File: config.mk
export PLATFORM = sky130hd
export DESIGN_NAME = fpu_issue_ctrl
export DESIGN_NICKNAME = d
export VERILOG_FILES = /design/src/rtl/fpu_issue_ctrl.sv
export SDC_FILE = /design/constraint.sdc
export NUM_CORES = 1
export LEC_CHECK = 0
export CORE_AREA = 2 2 106 108
export CTS_BUF_LIST = sky130_fd_sc_hd__clkbuf_8
export CTS_CLUSTER_DIAMETER = 50
export CTS_CLUSTER_SIZE = 25
export DETAILED_ROUTE_END_ITERATION = 8
export DIE_AREA = 0 0 108 110
export PLACE_DENSITY = 0.77
export RECOVER_POWER = 50
export SLEW_MARGIN = 20
export SYNTH_ARGS = -nofsm -noshare
export SYNTH_HDL_FRONTEND = slang
export SYNTH_SLANG_ARGS = --single-unit
File: constraint.sdc
create_clock -name clk -period 6.63 [get_ports clk]
set_input_delay 0.663 -clock clk [delete_from_list [all_inputs] [get_ports clk]]
set_output_delay 0.663 -clock clk [all_outputs]
set_load 0.005 [all_outputs]
File: src/rtl/fpu_issue_ctrl.sv
// Two-requester issue controller for a fixed-latency FPU pipeline.
// Round-robin arbitration, in-flight tag tracking, and flush/drain sequencing.
//
// state | meaning
// RUN   | issuing allowed while below the outstanding limit
// DRAIN | issue blocked; waiting for every in-flight op to return
module fpu_issue_ctrl #(
    parameter int LATENCY = 4,
    parameter int MAX_OUT = 4
) (
    input  logic        clk,
    input  logic        rst,
    input  logic        req0_valid,
    output logic        req0_ready,
    input  logic [31:0] req0_a,
    input  logic [31:0] req0_b,
    input  logic [1:0]  req0_op,
    input  logic        req1_valid,
    output logic        req1_ready,
    input  logic [31:0] req1_a,
    input  logic [31:0] req1_b,
    input  logic [1:0]  req1_op,
    output logic        fpu_valid,
    output logic [31:0] fpu_a,
    output logic [31:0] fpu_b,
    output logic [1:0]  fpu_op,
    input  logic [31:0] fpu_result,
    output logic        rsp0_valid,
    output logic        rsp1_valid,
    output logic [31:0] rsp_data,
    input  logic        flush,
    output logic        flush_done,
    output logic [2:0]  outstanding
);

    typedef enum logic {
        RUN   = 1'b0,
        DRAIN = 1'b1
    } state_t;

    localparam logic [2:0] MAX_OUT_L = 3'(MAX_OUT);

    state_t             state;
    logic               ptr;
    logic               grant;
    logic               can_issue;
    logic               accept;
    logic               fpu_id;
    logic [LATENCY-1:0] tag_v;
    logic [LATENCY-1:0] tag_id;
    logic [LATENCY:0]   all_v;
    logic [LATENCY:0]   all_id;
    logic               tail_v;
    logic               tail_id;
    logic               retire_next;

    // Stage 0 of the tag chain is the issue register itself; the tail lines up
    // with fpu_result exactly LATENCY cycles after fpu_valid.
    assign all_v       = {tag_v, fpu_valid};
    assign all_id      = {tag_id, fpu_id};
    assign tail_v      = all_v[LATENCY];
    assign tail_id     = all_id[LATENCY];
    assign retire_next = all_v[LATENCY-1];

    always_comb begin
        grant = 1'b0;
        if (req0_valid && req1_valid) begin
            grant = ptr;
        end else if (req1_valid) begin
            grant = 1'b1;
        end
    end

    assign can_issue  = (state == RUN) && !flush && (outstanding < MAX_OUT_L) && !rst;
    assign req0_ready = can_issue && req0_valid && !grant;
    assign req1_ready = can_issue && req1_valid && grant;
    assign accept     = req0_ready || req1_ready;

    assign rsp0_valid = tail_v && !tail_id;
    assign rsp1_valid = tail_v && tail_id;
    assign rsp_data   = fpu_result;

    always_ff @(posedge clk) begin
        if (rst) begin
            state       <= RUN;
            ptr         <= 1'b0;
            outstanding <= 3'd0;
            fpu_valid   <= 1'b0;
            fpu_id      <= 1'b0;
            fpu_a       <= 32'd0;
            fpu_b       <= 32'd0;
            fpu_op      <= 2'd0;
            tag_v       <= '0;
            tag_id      <= '0;
            flush_done  <= 1'b0;
        end else begin
            fpu_valid  <= accept;
            tag_v      <= all_v[LATENCY-1:0];
            tag_id     <= all_id[LATENCY-1:0];
            flush_done <= 1'b0;

            if (accept) begin
                fpu_id <= grant;
                ptr    <= !grant;
                if (grant) begin
                    fpu_a  <= req1_a;
                    fpu_b  <= req1_b;
                    fpu_op <= req1_op;
                end else begin
                    fpu_a  <= req0_a;
                    fpu_b  <= req0_b;
                    fpu_op <= req0_op;
                end
            end

            // Count drops as an op reaches the tail, so it reads 0 in the response cycle.
            if (accept && !retire_next && outstanding != 3'd7) begin
                outstanding <= outstanding + 3'd1;
            end else if (!accept && retire_next && outstanding != 3'd0) begin
                outstanding <= outstanding - 3'd1;
            end

            case (state)
                RUN: begin
                    if (flush) begin
                        state <= DRAIN;
                    end
                end
                DRAIN: begin
                    if (outstanding == 3'd0) begin
                        state      <= RUN;
                        flush_done <= 1'b1;
                    end
                end
                default: state <= RUN;
            endcase
        end
    end

endmodule

## Word level (Yosys, flattened, before mapping)

Index checks and enable logic that the tools add are counted.
W data, S select, Z words.

- Memories kept: 0
- Bits in read-only memories: 0
- Flip-flop bits (word level): 82
- Logic and storage cells: 52
- Output and inout bits: 107
- Bits in latches: 0
- Memory bits (writable): 0

- Equality and inequality tests: 1
- $add $sub $neg: 2
- Reduce and logical (&&, ||, !) cells: 25
- Divide/modulo/power cells: 0
- Bitwise operators: 1
- $lt $le $gt $ge: 1
- Shifts and indexed selects: 0
- Multipliers: 0
- Muxes and demuxes: 11

Operators with widths:

| operator | number |
|---|---|
| $mux W32 | 2 |
| $logic_and A1 B1 Y1 | 14 |
| $logic_not A1 Y1 | 6 |
| $mux W3 | 2 |
| $mux W1 | 5 |
| $add A3 B1 Y3 const B | 1 |
| $logic_not A3 Y1 | 1 |
| $lt A3 B3 Y1 const B | 1 |
| $ne A3 B3 Y1 const B | 1 |
| $reduce_bool A3 Y1 | 1 |
| $sub A3 B1 Y3 const B | 1 |
| $mux W2 | 1 |
| $pmux W1 S2 | 1 |
| $reduce_bool A2 Y1 | 1 |
| $reduce_or A2 Y1 | 1 |
| $logic_or A1 B1 Y1 | 1 |
| $not A1 Y1 | 1 |

## Depth between registers and ports, before layout

- Word-level depth: 12
- Depth in mapped cells: 8

## Worst setup path before layout

No wires, ideal clock.

- Kind: input port to flip-flop
- Start point: in flush
- End point: reg outstanding[2]
- Path buffers: 1
- Required time: 6.509 ns
- Cell stages on the path: 8
- Data arrival time: 2.515 ns
- Setup slack: 3.994 ns
- Cells stage by stage: nor4_4 -> o21ai_2 -> buf_2 -> or2_2 -> fa_1 -> o211ai_1 -> a2bb2oi_1 -> mux2_2

- Cells in the longest elaborated chain, start to end: 11
- Elaborated cells on any way between the ends: 16
- Classes of those cells: mux: 1; reduce/logical: 15

RTL lines:

| element | RTL line | text |
|---|---|---|
| start, declared | 31 | `input logic flush,` |
| $logic_not A1 Y1 (*) | 74 | `assign can_issue = (state == RUN) && !flush && (outstanding < MAX_OUT_L) && !rst;` |
| $logic_and A1 B1 Y1 (*) (3 in a row) | 74 |  |
| $logic_and A1 B1 Y1, on equally long branches (2 in a row) | 75, 76 |  |
| $logic_or A1 B1 Y1 (*) | 77 | `assign accept = req0_ready \|\| req1_ready;` |
| $logic_not A1 Y1 | 119 | `end else if (!accept && retire_next && outstanding != 3'd0) begin` |
| $logic_and A1 B1 Y1 (2 in a row) | 119 |  |
| $reduce_bool A2 Y1 (no source line) | - |  |
| end signal, assigned | 118 | `outstanding <= outstanding + 3'd1;` |
| end signal, assigned | 120 | `outstanding <= outstanding - 3'd1;` |
| end, declared | 33 | `output logic [2:0] outstanding` |

Every way passes the cells marked *; elsewhere a longest branch is shown, timed or not.
A chain may end at the register's enable or synchronous reset.

## Final worst setup path

- Start point: in rst
- End point: out req0_ready

- Cells in the longest elaborated chain, start to end: 4

RTL lines:

| element | RTL line | text |
|---|---|---|
| start, declared | 12 | `input logic rst,` |
| $logic_not A1 Y1 | 74 |  |
| $logic_and A1 B1 Y1 | 74 |  |
| $logic_and A1 B1 Y1 (2 in a row) | 75 | `assign req0_ready = can_issue && req0_valid && !grant;` |
| end, declared | 14 | `output logic req0_ready,` |

Every way passes these cells.

==> impl_metrics.tcl <==
set metrics [dict create \
    status "complete, no violations" \
    hold_start "tag_v[0]" \
    nNetsFinal 650 \
    post_cts_buffers 0 \
    tritoncts "done" \
    synth_flop_cell "dfxtp_1" \
    synthCells 319 \
    die_h_um 110 \
    drv_slew 0 \
    synth_edf_count 0 \
    vias 3243 \
    cp_max_fo 84 \
    finalSetupViolCount 0 \
    initial_utilization_pct 30.4 \
    cts.sinks 82 \
    p_int_mw 0.874 \
    drt_wl_total_um 10400 \
    clk_pin_slew_worst_paths_ns 0.07 \
    cp.required_ns 5.97 \
    grt-ovfl-total 0 \
    postCtsHoldBufs 0 \
    drive_gt1_share_pct 4.96 \
    power_leakage_nw 2.17 \
    grt_pass1_wl_um 14900 \
    fin_util_pct 50.5 \
    drt_iter0_drc 310 \
    grt_usage_pct 16.1 \
    die_w_um 108 \
    worstSetupEndpointType "output port" \
    ant_nets 0 \
    drc 0 \
    gp_congestion 0.703 \
    grt_max_degree 85 \
    max_slew_margin_pct 43.0 \
    cts_buffer_depth 2 \
    yosysWarnings 0 \
    synth.largest_area_cell "dfxtp_1" \
    place_inst 609 \
    avgRoutedWirePerCell_um 16.6 \
    first_global_vias 3073 \
    clk_latency_ns 0.34 \
    timing.fmax_ghz 0.274 \
    p_seq_share_pct 47.2 \
    worstSetupPathDepth 6 \
    cts-resized-gates 0 \
    cp_num_buf_inv 4 \
    layoutNonFillerInstCount 624 \
    hold_viol 0 \
    timing.hold.ws_ns 0.438 \
    synth-seq-cells 82 \
    cap_viol_max_count 0 \
    dp_hpwl_um 7380 \
    h-tree-depth 3 \
    hold_end "tag_v[1]" \
    port_buffers 211 \
    die-area_sq_mm 0.0119 \
    worst_path_dominant_cell_family "buffers and inverters" \
    avgSynthCellArea_sq_um 10.2 \
    clock_skew_ns 0.00455 \
    async_flop_share_pct 0 \
    p_comb_share_pct 17.7 \
    crit_type "in -> out" \
    num_rows 38 \
    rr_endpoint "outstanding[2]" \
    numCtsBuffers 9 \
    cp.arrival_ns 2.99 \
    dr.pass1.iters 8 \
    num_antenna_cells 0 \
    core-area_sq_mm 0.0107 \
    root_buffer "clkbuf_8" \
    ys_seq_area_share_pct 50.5 \
    layout_min_cycle_time_ns 3.65 \
    r2r_cells 7 \
    slowest_delay_ns 0.67 \
    worst_pin_slew_ns 0.854 \
    synth_area_sq_mm 0.00325 \
    mostFrequentLayoutCells "clkdlybuf4s50_1 (158), dfxtp_1 (82), nor2_1 (70)" \
    hold_depth 1 \
    power_density_mw_per_mm2 208 \
    finalCritPeriodShare_pct 55.1 \
    rsz0062_at_grt "false" \
    routed_via_density 5.20 \
    crit_chain "buf_2, buf_4, nor4_4, and3_2, buf_12, clkdlybuf4s50_1" \
    irDropWorstVdd_v 0.0000935 \
    area_growth_pct 66.0 \
    cp-start-kind "input port" \
    synth_top_area_share_pct 50.5 \
    switching_share_pct 22.0 \
    synth_area_leaders "dfxtp_1 (50%), a222oi_1 (20%), buf_4 (8.1%)" \
    setup_tns_ns 0 \
    pwr-share-clk_pct 35.1 \
    synth.distinct_cells 30 \
    rr_startpoint "outstanding[2]" \
    ioPinCount 276 \
    p_switching_mw 0.247 \
    critPathSlowestCell "and3_2" \
    antenna_found_initial 0 \
    layout_commonest_cell "clkdlybuf4s50_1" \
    postSynthNetCount 489 \
    hold_path.class "reg -> reg" \
    reg2reg_slack_ns 4.30 \
]
==> Yosys cell counts (2+ instances only) <==
cell / n
dfxtp_1: 82
nor2_1: 70
a222oi_1: 66
buf_4: 35
buf_2: 19
nor2b_1: 11
clkbuf_1: 8
nand2b_1: 3
and3_1: 2
nand2_1: 2
nor3b_1: 2
==> worst reg2reg max path: cells and delay by family, from the launching register on <==
| family | cells | cell delay (ns) |
|---|---|---|
| multiplexers | 1 | 0.34 |
| adder cells (fa/ha/maj) | 1 | 0.39 |
| AND/OR/NAND/NOR | 2 | 0.72 |
| flip-flops | 1 | 0.38 |
| AO/OA/AOI/OAI | 3 | 0.38 |
==> metrics by stage <==
| stage | power, mW | cell area (sq um) | worst slack, ns |
|---|---|---|---|
| 6_report | 1.12 | 5400 | 2.98 |
| 5_1_grt | 1.17 | 5400 | 2.79 |
| 4_1_cts | 1.15 | 5400 | 2.64 |
| 3_5_place_dp | 0.746 | 5180 | 2.65 |
| 3_3_place_gp | 0.740 | 5160 | 2.74 |
| 2_1_floorplan | 0.623 | 3250 | 3.99 |
==> flip-flops by register name (all words and copies together) (netlist names) <==
register and cells:
fpu_valid 1, fpu_a 32, fpu_b 32, fpu_op 2, fpu_id 1, ptr 1, flush_done 1, state 1
outstanding 3, tag_id 4, tag_v 4
==> layout make-up <==
type                       count  area [sq um]
clock buffer                  11           151
clock inverter                 4          67.6
fill                         978          5300
inverter                       1          3.75
multi-input combinational    172          1220
sequential                    82          1640
tap                          140           175
timing repair buffer         214          2140
==> power groups by stage <==
stage	logic (mW)	clock network (mW)	registers, mW
2_1_floorplan	0.0815	0	0.541
3_3_place_gp	0.200	0	0.540
3_5_place_dp	0.205	0	0.541
4_1_cts	0.205	0.410	0.530
5_1_grt	0.213	0.425	0.532
6_report	0.199	0.393	0.530
==> cell families after synthesis <==
| logic type | Yosys count | share of synthesized area (%) |
|---|---|---|
| AOI/OAI and AO/OA | 72 | 21.7 |
| adders and majority gates | 1 | 0.616 |
| DFF | 82 | 50.5 |
| buffers and inverters | 65 | 12.5 |
| muxes | 4 | 1.46 |
| and+or+nand+nor | 95 | 13.2 |
==> routing by layer <==
metal	vias up	GRT usage, %	routed length [um]
li1	1510	-	-
met1	1535	17.0	3890
met2	178	29.4	5370
met3	20	4.00	898
met4	0	8.52	215
met5	-	0	0
==> worst max-delay path by stage <==
stage,to,slack [ns],start
final,req0_ready,2.98,rst
after global routing,req0_ready,2.79,rst
after CTS,req1_ready,2.64,rst
after detailed placement,req1_ready,2.65,rst
after global placement,req0_ready,2.74,rst
after floorplan,outstanding[2],3.99,flush
Power figures use the tool's default switching activity.
